$ cat src/rtl/cpu_pkg.sv
// Shared opcode and controller state encodings for the CPU datapath and control.
package cpu_pkg;

  typedef enum logic [2:0] {
    OP_HLT  = 3'b000,
    OP_SKZ  = 3'b001,
    OP_ADD  = 3'b010,
    OP_ANDD = 3'b011,
    OP_XORR = 3'b100,
    OP_LDA  = 3'b101,
    OP_STO  = 3'b110,
    OP_JMP  = 3'b111
  } opcode_t;

  typedef enum logic [2:0] {
    ST_IDLE     = 3'd0,
    ST_FETCH_HI = 3'd1,
    ST_FETCH_LO = 3'd2,
    ST_DECODE   = 3'd3,
    ST_EXEC     = 3'd4,
    ST_WRITE    = 3'd5,
    ST_HALT     = 3'd6,
    ST_SPARE    = 3'd7
  } state_t;

  // Opcodes that read memory into the ALU and land the result in the accumulator.
  function automatic logic is_alu_op(input opcode_t op);
    return (op == OP_ADD) || (op == OP_ANDD) || (op == OP_XORR) || (op == OP_LDA);
  endfunction

endpackage

$ cat src/rtl/cpu_controller.sv
// Instruction sequencer: fetch (2 bytes), decode, execute, write-back, halt.
module cpu_controller
  import cpu_pkg::*;
(
  input  logic       clk,
  input  logic       rst_n,
  input  logic       ena,
  input  logic [2:0] opcode,
  input  logic       zero,
  output logic       rd,
  output logic       wr,
  output logic       load_ir,
  output logic       inc_pc,
  output logic       load_pc,
  output logic       alu_ena,
  output logic       load_acc,
  output logic       datactl_ena,
  output logic       halt,
  output logic       busy
);

  state_t  state;
  state_t  state_next;
  opcode_t op;

  assign op = opcode_t'(opcode);

  // State register with synchronous active-low reset.
  always_ff @(posedge clk) begin
    if (!rst_n) state <= ST_IDLE;
    else        state <= state_next;
  end

  // Next-state and output decode; outputs are held low while reset is asserted.
  always_comb begin
    state_next  = ST_IDLE;
    rd          = 1'b0;
    wr          = 1'b0;
    load_ir     = 1'b0;
    inc_pc      = 1'b0;
    load_pc     = 1'b0;
    alu_ena     = 1'b0;
    load_acc    = 1'b0;
    datactl_ena = 1'b0;
    halt        = 1'b0;
    busy        = 1'b0;
    if (rst_n) begin
      unique case (state)
        ST_IDLE: begin
          state_next = ena ? ST_FETCH_HI : ST_IDLE;
        end
        ST_FETCH_HI: begin
          rd         = 1'b1;
          load_ir    = 1'b1;
          busy       = 1'b1;
          state_next = ST_FETCH_LO;
        end
        ST_FETCH_LO: begin
          rd         = 1'b1;
          load_ir    = 1'b1;
          inc_pc     = 1'b1;
          busy       = 1'b1;
          state_next = ST_DECODE;
        end
        ST_DECODE: begin
          inc_pc     = 1'b1;
          busy       = 1'b1;
          state_next = (op == OP_HLT) ? ST_HALT : ST_EXEC;
        end
        ST_EXEC: begin
          busy       = 1'b1;
          state_next = ST_WRITE;
          if (is_alu_op(op)) begin
            rd      = 1'b1;
            alu_ena = 1'b1;
          end else if (op == OP_STO) begin
            datactl_ena = 1'b1;
          end else if (op == OP_JMP) begin
            load_pc = 1'b1;
          end else if (op == OP_SKZ) begin
            inc_pc = zero;
          end
        end
        ST_WRITE: begin
          busy       = 1'b1;
          state_next = ena ? ST_FETCH_HI : ST_IDLE;
          if (is_alu_op(op)) begin
            rd       = 1'b1;
            load_acc = 1'b1;
          end else if (op == OP_STO) begin
            wr          = 1'b1;
            datactl_ena = 1'b1;
          end else if (op == OP_JMP) begin
            load_pc = 1'b1;
          end else if (op == OP_SKZ) begin
            inc_pc = zero;
          end
        end
        ST_HALT: begin
          halt       = 1'b1;
          state_next = ena ? ST_HALT : ST_IDLE;
        end
        default: begin
          state_next = ST_IDLE;
        end
      endcase
    end
  end

endmodule

$ cat config.mk
export PLATFORM = sky130hd
export DESIGN_NAME = cpu_controller
export DESIGN_NICKNAME = d
export VERILOG_FILES = /design/src/rtl/cpu_pkg.sv /design/src/rtl/cpu_controller.sv
export SDC_FILE = /design/constraint.sdc
export NUM_CORES = 1
export LEC_CHECK = 0
export CAP_MARGIN = 20
export CORE_AREA = 2 2 39 41
export DETAILED_ROUTE_END_ITERATION = 10
export DIE_AREA = 0 0 41 43
export GPL_TIMING_DRIVEN = 1
export HOLD_SLACK_MARGIN = 0.1
export PLACE_DENSITY = 0.54
export SETUP_SLACK_MARGIN = 0.1
export SYNTH_ARGS = -nofsm -noshare
export SYNTH_HDL_FRONTEND = slang
export SYNTH_SLANG_ARGS = --single-unit
$ cat constraint.sdc
create_clock -name clk -period 1.45 [get_ports clk]
set_input_delay 0.2175 -clock clk [delete_from_list [all_inputs] [get_ports clk]]
set_output_delay 0.2175 -clock clk [all_outputs]
set_load 0.1 [all_outputs]
==> impl_metrics.yaml <==
synthesis:
  synth_area_um2: 290
  netlist_instances: 41
  synth-seq-cells: 3
  syn-num-nets: 48
  synth_xor_area_share_pct: 6.03
  synth-edff-count: 0
  synth_top_family_by_area: "simple AND/OR/NAND/NOR gates"
  ys.flop_type: "dfxtp_1"
  yosys.area_share.simple_pct: 36.6
  synth_fa_ha_area_share_pct: 0
  synth_compound_area_share_pct: 20.7
  synthTopCellsByCount: "nor2_1, nand2_1, dfxtp_1, inv_1, nor3_1"
  synth_top_cell_by_area: "dfxtp_1"
  yosysUniqueCellTypes: 22
  yosysMostFrequentCell: "nor2_1"
  ys_seq_area_share_pct: 20.7
  synthArstFlopShare_pct: 0
  syn_area_per_cell_um2: 7.08
  synthMuxAreaShare_pct: 0
  netlist.area_leader.share_pct: 20.7
  yosysWarnings: 0
  synth_area_leaders: "dfxtp_1, nor2_1, xor2_1"
clocking:
  clkSinkCount: 3
  cts_tree: "yes"
  cts_root_buf: "clkbuf_4"
  clkTransAtPathRegs_ps: 40
  hold_buffers: 0
  numCtsBuffers: 3
  htreeDepth: 1
  clockBufferDepth: 2
  insertion_delay_ps: 250
layout:
  finalNonFillerCells: 83
  nFillCells: 136
  drive_above_1_share_pct: 61.2
  largest_register_ffs: 3
  fin_nets: 75
  register_area_um2: 62.6
  top_regs: "state (3)"
  fin_area_um2: 726
  largest_register: "state"
  syn2layout_area_growth_pct: 150
  num_antenna_cells: 0
  multi_input_area_um2: 272
timing:
  period_share_pct: 108
  drv_slew: 0
  hold_viol_final: 0
  worst_slew_pin_slew_ps: 243
  skew_ps: 7.85
  relSlewSlack_pct: 83.8
  setup_violations: 9
  rsz0062_at_grt: "true"
  fin_crit_ps: 1570
  holdWs_ps: 596
  setup_ws_ps: -122
  max_freq_mhz: 636
min_path:
  min_path_type: "in2reg"
drt:
  drt_iter0_markers: 2
  wl_per_cell_um: 11.3
  drt-total-wl_um: 937
  viasPerCell: 4.49
  drc: 0
  route.vias.total: 373
  drt_pass1_iterations: 4
  drtAntennaViolNets: 0
power_and_ir_drop:
  peakVddDrop_mv: 0.427
  leakagePower_nw: 0.293
  p_per_area_mw_per_mm2: 756
setup_path:
  slowest_delay_ps: 380
  cp.required_ps: 1230
  crit_end: "rd"
  critPathLaunch: "state[1]"
  cpMostUsedCell: "buf_4"
  arrival_ps: 1350
  critPathCaptureType: "output pin"
  cp_max_fo: 4
  regToRegStartpoint: "state[0]"
  worst_r2r_path_depth: 4
  crit_slowest_cell: "dfxtp_2"
  crit_path_start_kind: "flop"
  r2r_end: "state[0]"
  crit_chain: "nor2b_4 > buf_4 > buf_4 > a31o_2 > buf_12"
  r2r_slack_ps: 340
  path_class: "reg2out"
run_status:
  violations: "negative setup slack"
  status: "finished, violations left"
global_route:
  grt_max_degree: 9
  antenna_found_initial: 0
  track_usage_pct: 13.6
  grt_pass1_wl_um: 1610
  grt_pass1_vias: 384
  overflow: 0
floorplanning:
  initial_core_util_pct: 21.0
  io_pins: 17
  core_mm2: 0.00138
  die_h_um: 43
  rows: 14
  die_area_mm2: 0.00176
  die_w_um: 41
placed_design:
  dp.cells: 77
  gp_congestion: 0.755
  dp_slack_ps: -258
  port_buffers: 16
  post_dp_cell_area_um2: 646
  dp_hpwl_um: 660
run:
  cap_viol_max_count: 0
==> final cells by class <==
cell class              count  share of cell area (%)
well taps                  16                    2.76
repair buffers             25                    45.2
multi-input cells          31                    37.4
clock buffers               4                    3.62
inverters                   4                    2.41
flip-flops and latches      3                    8.62
==> kinds of logic after synthesis <==
logic type / count (synthesis)
xor gates and xnor gates: 2
and+or+nand+nor: 20
AOI/OAI and AO/OA: 9
DFF: 3
buffers and inverters: 7
==> worst min path at each step <==
stage               slack, ps  cells after the start        to      start
floorplan                 390                      2  state[0]        ena
global route              630                      4  state[1]  opcode[2]
finish                    600                      4  state[1]  opcode[2]
CTS                       570                      4  state[1]  opcode[2]
detailed placement        670                      3  state[2]   state[2]
global placement          660                      2  state[0]   state[0]
==> cell usage in the layout, fill, tap and decap left out, types with 3 or more instances in the layout <==
cell type,count
buf_12,10
clkbuf_4,3
nor2_4,3
dlygate4sd2_1,3
buf_4,8
nand2_1,3
clkdlybuf4s50_1,3
==> stage by stage <==
| step | TNS (ps) | total power [W] | utilization, % |
|---|---|---|---|
| 2_1_floorplan | -1740 | 0.000281 | - |
| 3_3_place_gp | -1540 | 0.000376 | 46.7 |
| 3_5_place_dp | -1620 | 0.000376 | 46.7 |
| 4_1_cts | -744 | 0.000551 | 52.0 |
| 5_1_grt | -1150 | 0.000569 | 52.4 |
| 6_report | -620 | 0.000548 | 52.4 |
==> critical path: cells and delay by family (launching register included) <==
kind | cells | cell delay [ps]
and+or+nand+nor | 1 | 50
buffers and inverters | 3 | 420
AOI/OAI and AO/OA | 1 | 240
DFF | 1 | 380
==> where the power goes <==
group	leakage, nW	internal, W	switching [W]
Combinational	0.253	0.000114	0.000178
Clock	0.0150	0.000104	0.0000534
Sequential	0.0255	0.0000913	0.00000795
==> repair_timing <==
action                                  CTS  global route
gates resized for setup                  12             2
endpoints found under the setup margin   10            10
setup buffers                             2             0
pin swaps                                 4             2
==> metal layers <==
metal | track usage (%) | part of all wire [%]
met5 | 0 | 0
met4 | 8.00 | 3.1
met3 | 1.57 | 7.2
met2 | 21.9 | 49
met1 | 16.3 | 41
No activity file was read; power rests on OpenSTA's default activity.
